## src/rtl/instruction_decode_pkg.sv

```systemverilog
// Shared definitions for the decode stage: widths, RV32I base opcodes, immediate kinds
// and the layout of the ID/EX pipeline register.
package instruction_decode_pkg;

   localparam int unsigned XLEN    = 32;
   localparam int unsigned NREGS   = 32;
   localparam int unsigned RADDR_W = 5;

   localparam logic [6:0] OP_LUI    = 7'b0110111;
   localparam logic [6:0] OP_AUIPC  = 7'b0010111;
   localparam logic [6:0] OP_JAL    = 7'b1101111;
   localparam logic [6:0] OP_JALR   = 7'b1100111;
   localparam logic [6:0] OP_BRANCH = 7'b1100011;
   localparam logic [6:0] OP_LOAD   = 7'b0000011;
   localparam logic [6:0] OP_STORE  = 7'b0100011;
   localparam logic [6:0] OP_IMM    = 7'b0010011;
   localparam logic [6:0] OP_REG    = 7'b0110011;

   typedef enum logic [2:0] {ImmNone, ImmI, ImmS, ImmB, ImmU, ImmJ} imm_type_e;

   typedef struct packed {
      logic [XLEN-1:0]    a;
      logic [XLEN-1:0]    b;
      logic [XLEN-1:0]    imm;
      logic [31:0]        npc;
      logic [31:0]        ir;
      logic [RADDR_W-1:0] rd;
      logic               regwr;
      logic               illegal;
      logic               valid;
   } id_ex_t;

   // R-type and unknown opcodes carry no immediate.
   function automatic imm_type_e imm_type_of(logic [6:0] opcode);
      case (opcode)
         OP_IMM, OP_LOAD, OP_JALR: return ImmI;
         OP_STORE:                 return ImmS;
         OP_BRANCH:                return ImmB;
         OP_LUI, OP_AUIPC:         return ImmU;
         OP_JAL:                   return ImmJ;
         default:                  return ImmNone;
      endcase
   endfunction

endpackage

```

## src/rtl/instruction_decode_if.sv

```systemverilog
// IF/ID, write-back and ID/EX signal bundle around the decode stage.
interface instruction_decode_if;
   import instruction_decode_pkg::*;

   logic [31:0]        IF_ID_IR;
   logic [31:0]        IF_ID_NPC;
   logic               IF_ID_VALID;
   logic               STALL;
   logic               FLUSH;
   logic               WB_EN;
   logic [RADDR_W-1:0] WB_RD;
   logic [XLEN-1:0]    WB_DATA;

   logic [XLEN-1:0]    ID_EX_A;
   logic [XLEN-1:0]    ID_EX_B;
   logic [XLEN-1:0]    ID_EX_IMM;
   logic [31:0]        ID_EX_NPC;
   logic [31:0]        ID_EX_IR;
   logic [RADDR_W-1:0] ID_EX_RD;
   logic               ID_EX_REGWR;
   logic               ID_EX_ILLEGAL;
   logic               ID_EX_VALID;

   modport master (
      output IF_ID_IR, IF_ID_NPC, IF_ID_VALID, STALL, FLUSH, WB_EN, WB_RD, WB_DATA,
      input  ID_EX_A, ID_EX_B, ID_EX_IMM, ID_EX_NPC, ID_EX_IR, ID_EX_RD, ID_EX_REGWR,
             ID_EX_ILLEGAL, ID_EX_VALID
   );

   modport slave (
      input  IF_ID_IR, IF_ID_NPC, IF_ID_VALID, STALL, FLUSH, WB_EN, WB_RD, WB_DATA,
      output ID_EX_A, ID_EX_B, ID_EX_IMM, ID_EX_NPC, ID_EX_IR, ID_EX_RD, ID_EX_REGWR,
             ID_EX_ILLEGAL, ID_EX_VALID
   );

endinterface

```

## src/rtl/instruction_decode_reg_file.sv

```systemverilog
// Architectural register file: two combinational reads with write-first bypass,
// one synchronous write, x0 hard-wired to zero.
module instruction_decode_reg_file
   import instruction_decode_pkg::*;
(
   input  logic               clk,
   input  logic               rst,
   input  logic               we,
   input  logic [RADDR_W-1:0] waddr,
   input  logic [XLEN-1:0]    wdata,
   input  logic [RADDR_W-1:0] raddr_a,
   input  logic [RADDR_W-1:0] raddr_b,
   output logic [XLEN-1:0]    rdata_a,
   output logic [XLEN-1:0]    rdata_b
);

   logic [XLEN-1:0] regs [NREGS];
   logic            wr_act;

   assign wr_act = we && (waddr != '0);

   always_ff @(posedge clk) begin
      if (!rst) begin
         for (int i = 0; i < NREGS; i++) begin
            regs[i] <= '0;
         end
      end else if (wr_act) begin
         regs[waddr] <= wdata;
      end
   end

   always_comb begin
      rdata_a = '0;
      if (raddr_a != '0) begin
         rdata_a = (wr_act && waddr == raddr_a) ? wdata : regs[raddr_a];
      end
   end

   always_comb begin
      rdata_b = '0;
      if (raddr_b != '0) begin
         rdata_b = (wr_act && waddr == raddr_b) ? wdata : regs[raddr_b];
      end
   end

endmodule

```

## src/rtl/instruction_decode.sv

```systemverilog
// RV32I decode stage: register read, immediate generation and control decode,
// captured into the ID/EX pipeline register.
module instruction_decode
   import instruction_decode_pkg::*;
(
   input  logic               clk,
   input  logic               rst,
   instruction_decode_if.slave id
);

   logic [6:0]         opcode;
   logic [RADDR_W-1:0] rd;
   logic [RADDR_W-1:0] rs1;
   logic [RADDR_W-1:0] rs2;
   logic [XLEN-1:0]    rs1_data;
   logic [XLEN-1:0]    rs2_data;
   logic [XLEN-1:0]    imm;
   imm_type_e          imm_type;
   logic               legal;
   logic               has_rd;
   id_ex_t             decoded;
   id_ex_t             id_ex_d;
   id_ex_t             id_ex_q;

   assign opcode   = id.IF_ID_IR[6:0];
   assign rd       = id.IF_ID_IR[11:7];
   assign rs1      = id.IF_ID_IR[19:15];
   assign rs2      = id.IF_ID_IR[24:20];
   assign imm_type = imm_type_of(opcode);

   instruction_decode_reg_file u_reg_file (
      .clk     (clk),
      .rst     (rst),
      .we      (id.WB_EN),
      .waddr   (id.WB_RD),
      .wdata   (id.WB_DATA),
      .raddr_a (rs1),
      .raddr_b (rs2),
      .rdata_a (rs1_data),
      .rdata_b (rs2_data)
   );

   always_comb begin
      imm = '0;
      unique case (imm_type)
         ImmI:    imm = {{20{id.IF_ID_IR[31]}}, id.IF_ID_IR[31:20]};
         ImmS:    imm = {{20{id.IF_ID_IR[31]}}, id.IF_ID_IR[31:25], id.IF_ID_IR[11:7]};
         ImmB:    imm = {{19{id.IF_ID_IR[31]}}, id.IF_ID_IR[31], id.IF_ID_IR[7],
                         id.IF_ID_IR[30:25], id.IF_ID_IR[11:8], 1'b0};
         ImmU:    imm = {id.IF_ID_IR[31:12], 12'b0};
         ImmJ:    imm = {{11{id.IF_ID_IR[31]}}, id.IF_ID_IR[31], id.IF_ID_IR[19:12],
                         id.IF_ID_IR[20], id.IF_ID_IR[30:21], 1'b0};
         ImmNone: imm = '0;
         default: imm = '0;
      endcase
   end

   always_comb begin
      legal  = 1'b0;
      has_rd = 1'b0;
      case (opcode)
         OP_LUI, OP_AUIPC, OP_JAL, OP_JALR, OP_LOAD, OP_IMM, OP_REG: begin
            legal  = 1'b1;
            has_rd = 1'b1;
         end
         OP_BRANCH, OP_STORE: legal = 1'b1;
         default: ;
      endcase
   end

   always_comb begin
      decoded         = '0;
      decoded.a       = rs1_data;
      decoded.b       = rs2_data;
      decoded.imm     = imm;
      decoded.npc     = id.IF_ID_NPC;
      decoded.ir      = id.IF_ID_IR;
      decoded.rd      = has_rd ? rd : '0;
      decoded.regwr   = has_rd && (rd != '0);
      decoded.illegal = !legal;
      decoded.valid   = 1'b1;
   end

   // A bubble is an all-zero entry; stall only holds when no flush is pending.
   always_comb begin
      id_ex_d = decoded;
      if (id.FLUSH) begin
         id_ex_d = '0;
      end else if (id.STALL) begin
         id_ex_d = id_ex_q;
      end else if (!id.IF_ID_VALID) begin
         id_ex_d = '0;
      end
   end

   always_ff @(posedge clk) begin
      if (!rst) begin
         id_ex_q <= '0;
      end else begin
         id_ex_q <= id_ex_d;
      end
   end

   assign id.ID_EX_A       = id_ex_q.a;
   assign id.ID_EX_B       = id_ex_q.b;
   assign id.ID_EX_IMM     = id_ex_q.imm;
   assign id.ID_EX_NPC     = id_ex_q.npc;
   assign id.ID_EX_IR      = id_ex_q.ir;
   assign id.ID_EX_RD      = id_ex_q.rd;
   assign id.ID_EX_REGWR   = id_ex_q.regwr;
   assign id.ID_EX_ILLEGAL = id_ex_q.illegal;
   assign id.ID_EX_VALID   = id_ex_q.valid;

endmodule

```

## src/flat_wrapper.sv

```systemverilog
// flat-port wrapper written by rule: the top's interface ports become plain ports
module instruction_decode_flat import instruction_decode_pkg::*;
  (clk, rst, id_IF_ID_IR, id_IF_ID_NPC, id_IF_ID_VALID, id_STALL, id_FLUSH, id_WB_EN, id_WB_RD, id_WB_DATA, id_ID_EX_A, id_ID_EX_B, id_ID_EX_IMM, id_ID_EX_NPC, id_ID_EX_IR, id_ID_EX_RD, id_ID_EX_REGWR, id_ID_EX_ILLEGAL, id_ID_EX_VALID);
  instruction_decode_if id_i ();
  input  logic clk;
  input  logic rst;
  input wire logic [$bits(id_i.IF_ID_IR)-1:0] id_IF_ID_IR;
  input wire logic [$bits(id_i.IF_ID_NPC)-1:0] id_IF_ID_NPC;
  input wire logic [$bits(id_i.IF_ID_VALID)-1:0] id_IF_ID_VALID;
  input wire logic [$bits(id_i.STALL)-1:0] id_STALL;
  input wire logic [$bits(id_i.FLUSH)-1:0] id_FLUSH;
  input wire logic [$bits(id_i.WB_EN)-1:0] id_WB_EN;
  input wire logic [$bits(id_i.WB_RD)-1:0] id_WB_RD;
  input wire logic [$bits(id_i.WB_DATA)-1:0] id_WB_DATA;
  output wire logic [$bits(id_i.ID_EX_A)-1:0] id_ID_EX_A;
  output wire logic [$bits(id_i.ID_EX_B)-1:0] id_ID_EX_B;
  output wire logic [$bits(id_i.ID_EX_IMM)-1:0] id_ID_EX_IMM;
  output wire logic [$bits(id_i.ID_EX_NPC)-1:0] id_ID_EX_NPC;
  output wire logic [$bits(id_i.ID_EX_IR)-1:0] id_ID_EX_IR;
  output wire logic [$bits(id_i.ID_EX_RD)-1:0] id_ID_EX_RD;
  output wire logic [$bits(id_i.ID_EX_REGWR)-1:0] id_ID_EX_REGWR;
  output wire logic [$bits(id_i.ID_EX_ILLEGAL)-1:0] id_ID_EX_ILLEGAL;
  output wire logic [$bits(id_i.ID_EX_VALID)-1:0] id_ID_EX_VALID;
  assign id_i.IF_ID_IR = id_IF_ID_IR;
  assign id_i.IF_ID_NPC = id_IF_ID_NPC;
  assign id_i.IF_ID_VALID = id_IF_ID_VALID;
  assign id_i.STALL = id_STALL;
  assign id_i.FLUSH = id_FLUSH;
  assign id_i.WB_EN = id_WB_EN;
  assign id_i.WB_RD = id_WB_RD;
  assign id_i.WB_DATA = id_WB_DATA;
  assign id_ID_EX_A = id_i.ID_EX_A;
  assign id_ID_EX_B = id_i.ID_EX_B;
  assign id_ID_EX_IMM = id_i.ID_EX_IMM;
  assign id_ID_EX_NPC = id_i.ID_EX_NPC;
  assign id_ID_EX_IR = id_i.ID_EX_IR;
  assign id_ID_EX_RD = id_i.ID_EX_RD;
  assign id_ID_EX_REGWR = id_i.ID_EX_REGWR;
  assign id_ID_EX_ILLEGAL = id_i.ID_EX_ILLEGAL;
  assign id_ID_EX_VALID = id_i.ID_EX_VALID;
  instruction_decode u_core (.clk(clk), .rst(rst), .id(id_i));
endmodule
```

## config.mk

```make
export PLATFORM = sky130hd
export DESIGN_NAME = instruction_decode_flat
export DESIGN_NICKNAME = d
export VERILOG_FILES = /design/src/rtl/instruction_decode_pkg.sv /design/src/rtl/instruction_decode_if.sv /design/src/rtl/instruction_decode_reg_file.sv /design/src/rtl/instruction_decode.sv /design/src/flat_wrapper.sv
export SDC_FILE = /design/constraint.sdc
export NUM_CORES = 2
export LEC_CHECK = 0
export ABC_AREA = 1
export BUFFER_PORTS_ARGS = -buffer_cell sky130_fd_sc_hd__buf_4
export CORE_UTILIZATION = 45
export CTS_BUF_LIST = sky130_fd_sc_hd__clkbuf_8
export DETAILED_ROUTE_END_ITERATION = 7
export HOLD_SLACK_MARGIN = 0.1
export SKIP_CTS_REPAIR_TIMING = 1
export SLEW_MARGIN = 20
export SYNTH_ARGS = -nofsm -noshare
export SYNTH_HDL_FRONTEND = slang
export SYNTH_SLANG_ARGS = --single-unit
```

## constraint.sdc

```tcl
create_clock -name clk -period 5.19 [get_ports clk]
set_input_delay 1.038 -clock clk [delete_from_list [all_inputs] [get_ports clk]]
set_output_delay 1.038 -clock clk [all_outputs]
set_load 0.005 [all_outputs]
```

==> summary.txt <==
Layout
  – Final Util: 0.510
  – Area growth from synthesis to layout: 11.8%
  – # nets final: 8,542
  – Layout cells sized above 1: 0.0947

Timing
  – Final setup violation count: 0
  – Tmin final: 3.21 ns
  – RSZ-0062 raised after global routing: false
  – Final hold violations: 0
  – Worst Tran Pin Value: 1.23 ns
  – Max frequency: 0.312 GHz
  – Setup TNS Final: 0 ns
  – Final Max Tran Viols: 0
  – Setup Skew: 0.102 ns
  – Tcrit/Tclk final: 0.618
  – Slew Limit Headroom: 0.176

Detailed routing
  – Final ANT Viol Nets: 0
  – Via Count: 61,800
  – Initial DRC count: 9,733
  – DR DRC count: 0
  – Vias per cell: 5.89
  – DRT Pass-1 Iters: 7
  – Detailed Route WL: 278 mm
  – Avg WL per Cell: 26.5 µm

Critical path
  – CP required: 6.08 ns
  – Maximum fanout along the worst path: 100
  – R2R depth: 6
  – Type of origin of the critical path: input pin
  – Kind of critical path: input pin to flip-flop
  – Reg-to-reg endpoint: u_core.id.ID_EX_B[5]
  – Flop2flop setup slack: 2.86 ns
  – Worst Path Arrival: 4.10 ns
  – Reg2reg start: u_core.u_reg_file.regs[30][5]
  – Crit. End Element: flip-flop

CTS
  – Clock latency on the worst-skew pair: 1.04 ns
  – Clock Path Buffers: 3
  – CTS tree: built
  – Num CTS Buffers: 207
  – Reg clk slew, reported paths: 0.06 ns
  – H-Tree Depth: 4
  – Clock Tree Root: clkbuf_8
  – CTS sink count: 1,192

Die
  – Area of the die: 0.146 mm²
  – FP Rows: 138
  – IO Count: 275
  – Initial Utilization: 0.456
  – Core ar.: 0.142 mm²
  – Die Span Y: 382 µm
  – Die width: 382 µm

Power
  – Seq pwr share: 0.485
  – Switching Fraction: 0.304
  – Clk pwr share: 0.370
  – Power per cell area: 315 mW/mm²
  – Int Power: 15.9 mW
  – Worst IR Drop VDD: 0.220 mV
  – P_sw: 6.94 mW
  – Static Leak: 31.8 nW
  – Combinational Power Share: 0.145

Placement
  – Port-buffer cells: 274
  – GP Congestion: 1.04
  – Post-DP HPWL: 170 mm

Logic synthesis
  – Syn Inst Count: 8,411
  – Synth cell types: 33
  – Sequential fraction of the synthesis area: 0.526
  – Syn Std Cell Area: 0.0648 mm²
  – Flops & latches, synth: 1,192
  – Mean Syn Cell Area: 7.71 µm²
  – Ys Warns: 0

Min path
  – Worst Hold Path EP: u_core.id.ID_EX_NPC[25]
  – Min-Delay Path Class: input pin to flip-flop
  – Min-delay src: id_IF_ID_NPC[25]
  – Hold depth: 3

Global route
  – Vias in the first global route: 56,900
  – Grt total ovfl: 0
  – Global-route wire length before repair: 394 mm
  – Global-route usage over all layers: 0.373
  – Pin count of the biggest net entering global routing: 177
  – Initial antenna violation count: 19

Run
  – Max-Cap Viols: 0

Outcome
  – Outcome: finished, final reports clean
[worst max-delay path, cell delays in order]
cell	delay [ns]
buf_8	0.47
inv_8	0.36
buf_4	0.39
nand2_1	0.09
nand4_1	0.14
nor3_4	0.24
buf_4	0.40
nand2_1	0.09
buf_4	0.28
nand2_1	0.18
nand2_1	0.07
a21oi_1	0.14
[synth_stat cells]
cell type	n	area, µm²
o22ai_1	2	12.5
nand3_1	1005	5030
o21ai_2	1	8.76
nor2_1	1275	4790
nand2_2	2	12.5
dfxtp_1	168	3360
nand2_1	2357	8850
o21ai_0	414	2070
and3_1	2	12.5
conb_1	1	3.75
nor3_4	1	16.3
inv_2	11	41.3
inv_1	818	3070
nor3_2	2	20.0
a41oi_1	1	8.76
xnor2_1	3	26.3
a21oi_4	1	16.3
clkbuf_2	2	10.0
nor3_1	8	40.0
a21oi_1	398	1990
or2_2	22	138
buf_6	6	67.6
clkinv_1	3	11.3
xor2_1	3	26.3
nor2_2	4	25.0
nand4_1	2	12.5
buf_1	61	229
buf_4	13	97.6
clkbuf_1	292	1100
o211ai_1	184	1380
buf_2	308	1540
o21ai_1	17	85.1
edfxtp_1	1024	30700
[final cells by class]
type	instances	area, µm²
clock inverter	143	791
timing repair buffer	466	4130
clock buffer	226	3110
multi-input combinational	5736	24800
antenna	11	27.5
inverter	832	3150
tap	1890	2360
sequential	1192	34100
fill	13600	69800
[worst max path at each step]
stage	from	to	slack, ns	depth (start not counted)
CTS	id_IF_ID_IR[15]	u_core.id.ID_EX_A[6]	2.24	12
detailed placement	id_IF_ID_IR[15]	u_core.id.ID_EX_A[17]	1.19	12
global route	id_IF_ID_IR[15]	u_core.id.ID_EX_A[6]	1.97	12
floorplan	rst	u_core.u_reg_file.regs[26][0]	1.75	5
global placement	id_IF_ID_IR[15]	u_core.id.ID_EX_A[17]	1.25	12
finish	id_IF_ID_IR[15]	u_core.id.ID_EX_A[6]	1.98	12
[state kept, by name (all words and copies together), names as in the netlist]
name / cells
u_core.id.ID_EX_B: 32
u_core.id.ID_EX_IMM: 32
u_core.u_reg_file.regs: 1024
u_core.id.ID_EX_VALID: 1
u_core.id.ID_EX_IR: 32
u_core.id.ID_EX_A: 32
u_core.id.ID_EX_REGWR: 1
u_core.id.ID_EX_NPC: 32
u_core.id.ID_EX_ILLEGAL: 1
u_core.id.ID_EX_RD: 5
[metrics by stage]
step / cell area [µm²] / hold slack, ns / worst slack [ns] / power (mW) / cells
CTS: 72500 / 0.219 / 2.24 / 22.7 / 10500
finish: 72500 / 0.268 / 1.98 / 22.8 / 10500
detailed placement: 68600 / 0.456 / 1.19 / 14.4 / 10100
global route: 72500 / 0.256 / 1.97 / 23.5 / 10500
floorplan: 65000 / 0.453 / 1.75 / 13.0 / 8442
global placement: 68600 / 0.446 / 1.25 / 14.4 / 10100
[logic make-up after synthesis]
family	after synthesis	share of synthesized area
other	1	0.0000578
xor gates and xnor gates	6	0.000810
buffers and inverters	1514	0.0951
and+or+nand+nor	4680	0.292
DFF	1192	0.526
AOI/OAI and AO/OA	1018	0.0860
[cell usage in the layout, fill, tap and decap left out, types with 3 or more instances in the layout]
master,n
a21oi_1,397
buf_12,48
buf_4,413
buf_8,4
bufinv_16,4
clkbuf_8,226
clkinv_1,48
clkinv_2,20
clkinvlp_4,3
conb_1,32
dfxtp_1,168
diode_2,11
edfxtp_1,1024
inv_1,875
inv_12,5
inv_2,9
inv_6,4
inv_8,4
nand2_1,2328
nand2_2,31
nand3_1,1003
nor2_1,1271
nor2_2,3
nor2_4,5
nor3_1,8
o211ai_1,184
o21ai_0,414
o21ai_1,17
or2_2,21
xnor2_1,3
xor2_1,3
[layer usage]
layer	vias up	part of all wire	GRT usage
met3	887	0.14	0.119
li1	27300	-	-
met5	-	0.00029	0
met2	4463	0.42	0.539
met4	12	0.072	0.245
met1	29200	0.37	0.478
[power groups by stage]
| stage | Combinational (mW) | Sequential [mW] | Clock (mW) |
|---|---|---|---|
| 6_report | 3.31 | 11.1 | 8.45 |
| 5_1_grt | 3.46 | 11.1 | 8.87 |
| 4_1_cts | 3.17 | 11.1 | 8.47 |
| 3_5_place_dp | 3.16 | 11.3 | 0 |
| 3_3_place_gp | 3.14 | 11.3 | 0 |
| 2_1_floorplan | 1.81 | 11.2 | 0 |
No activity file was read; power rests on OpenSTA's default activity.
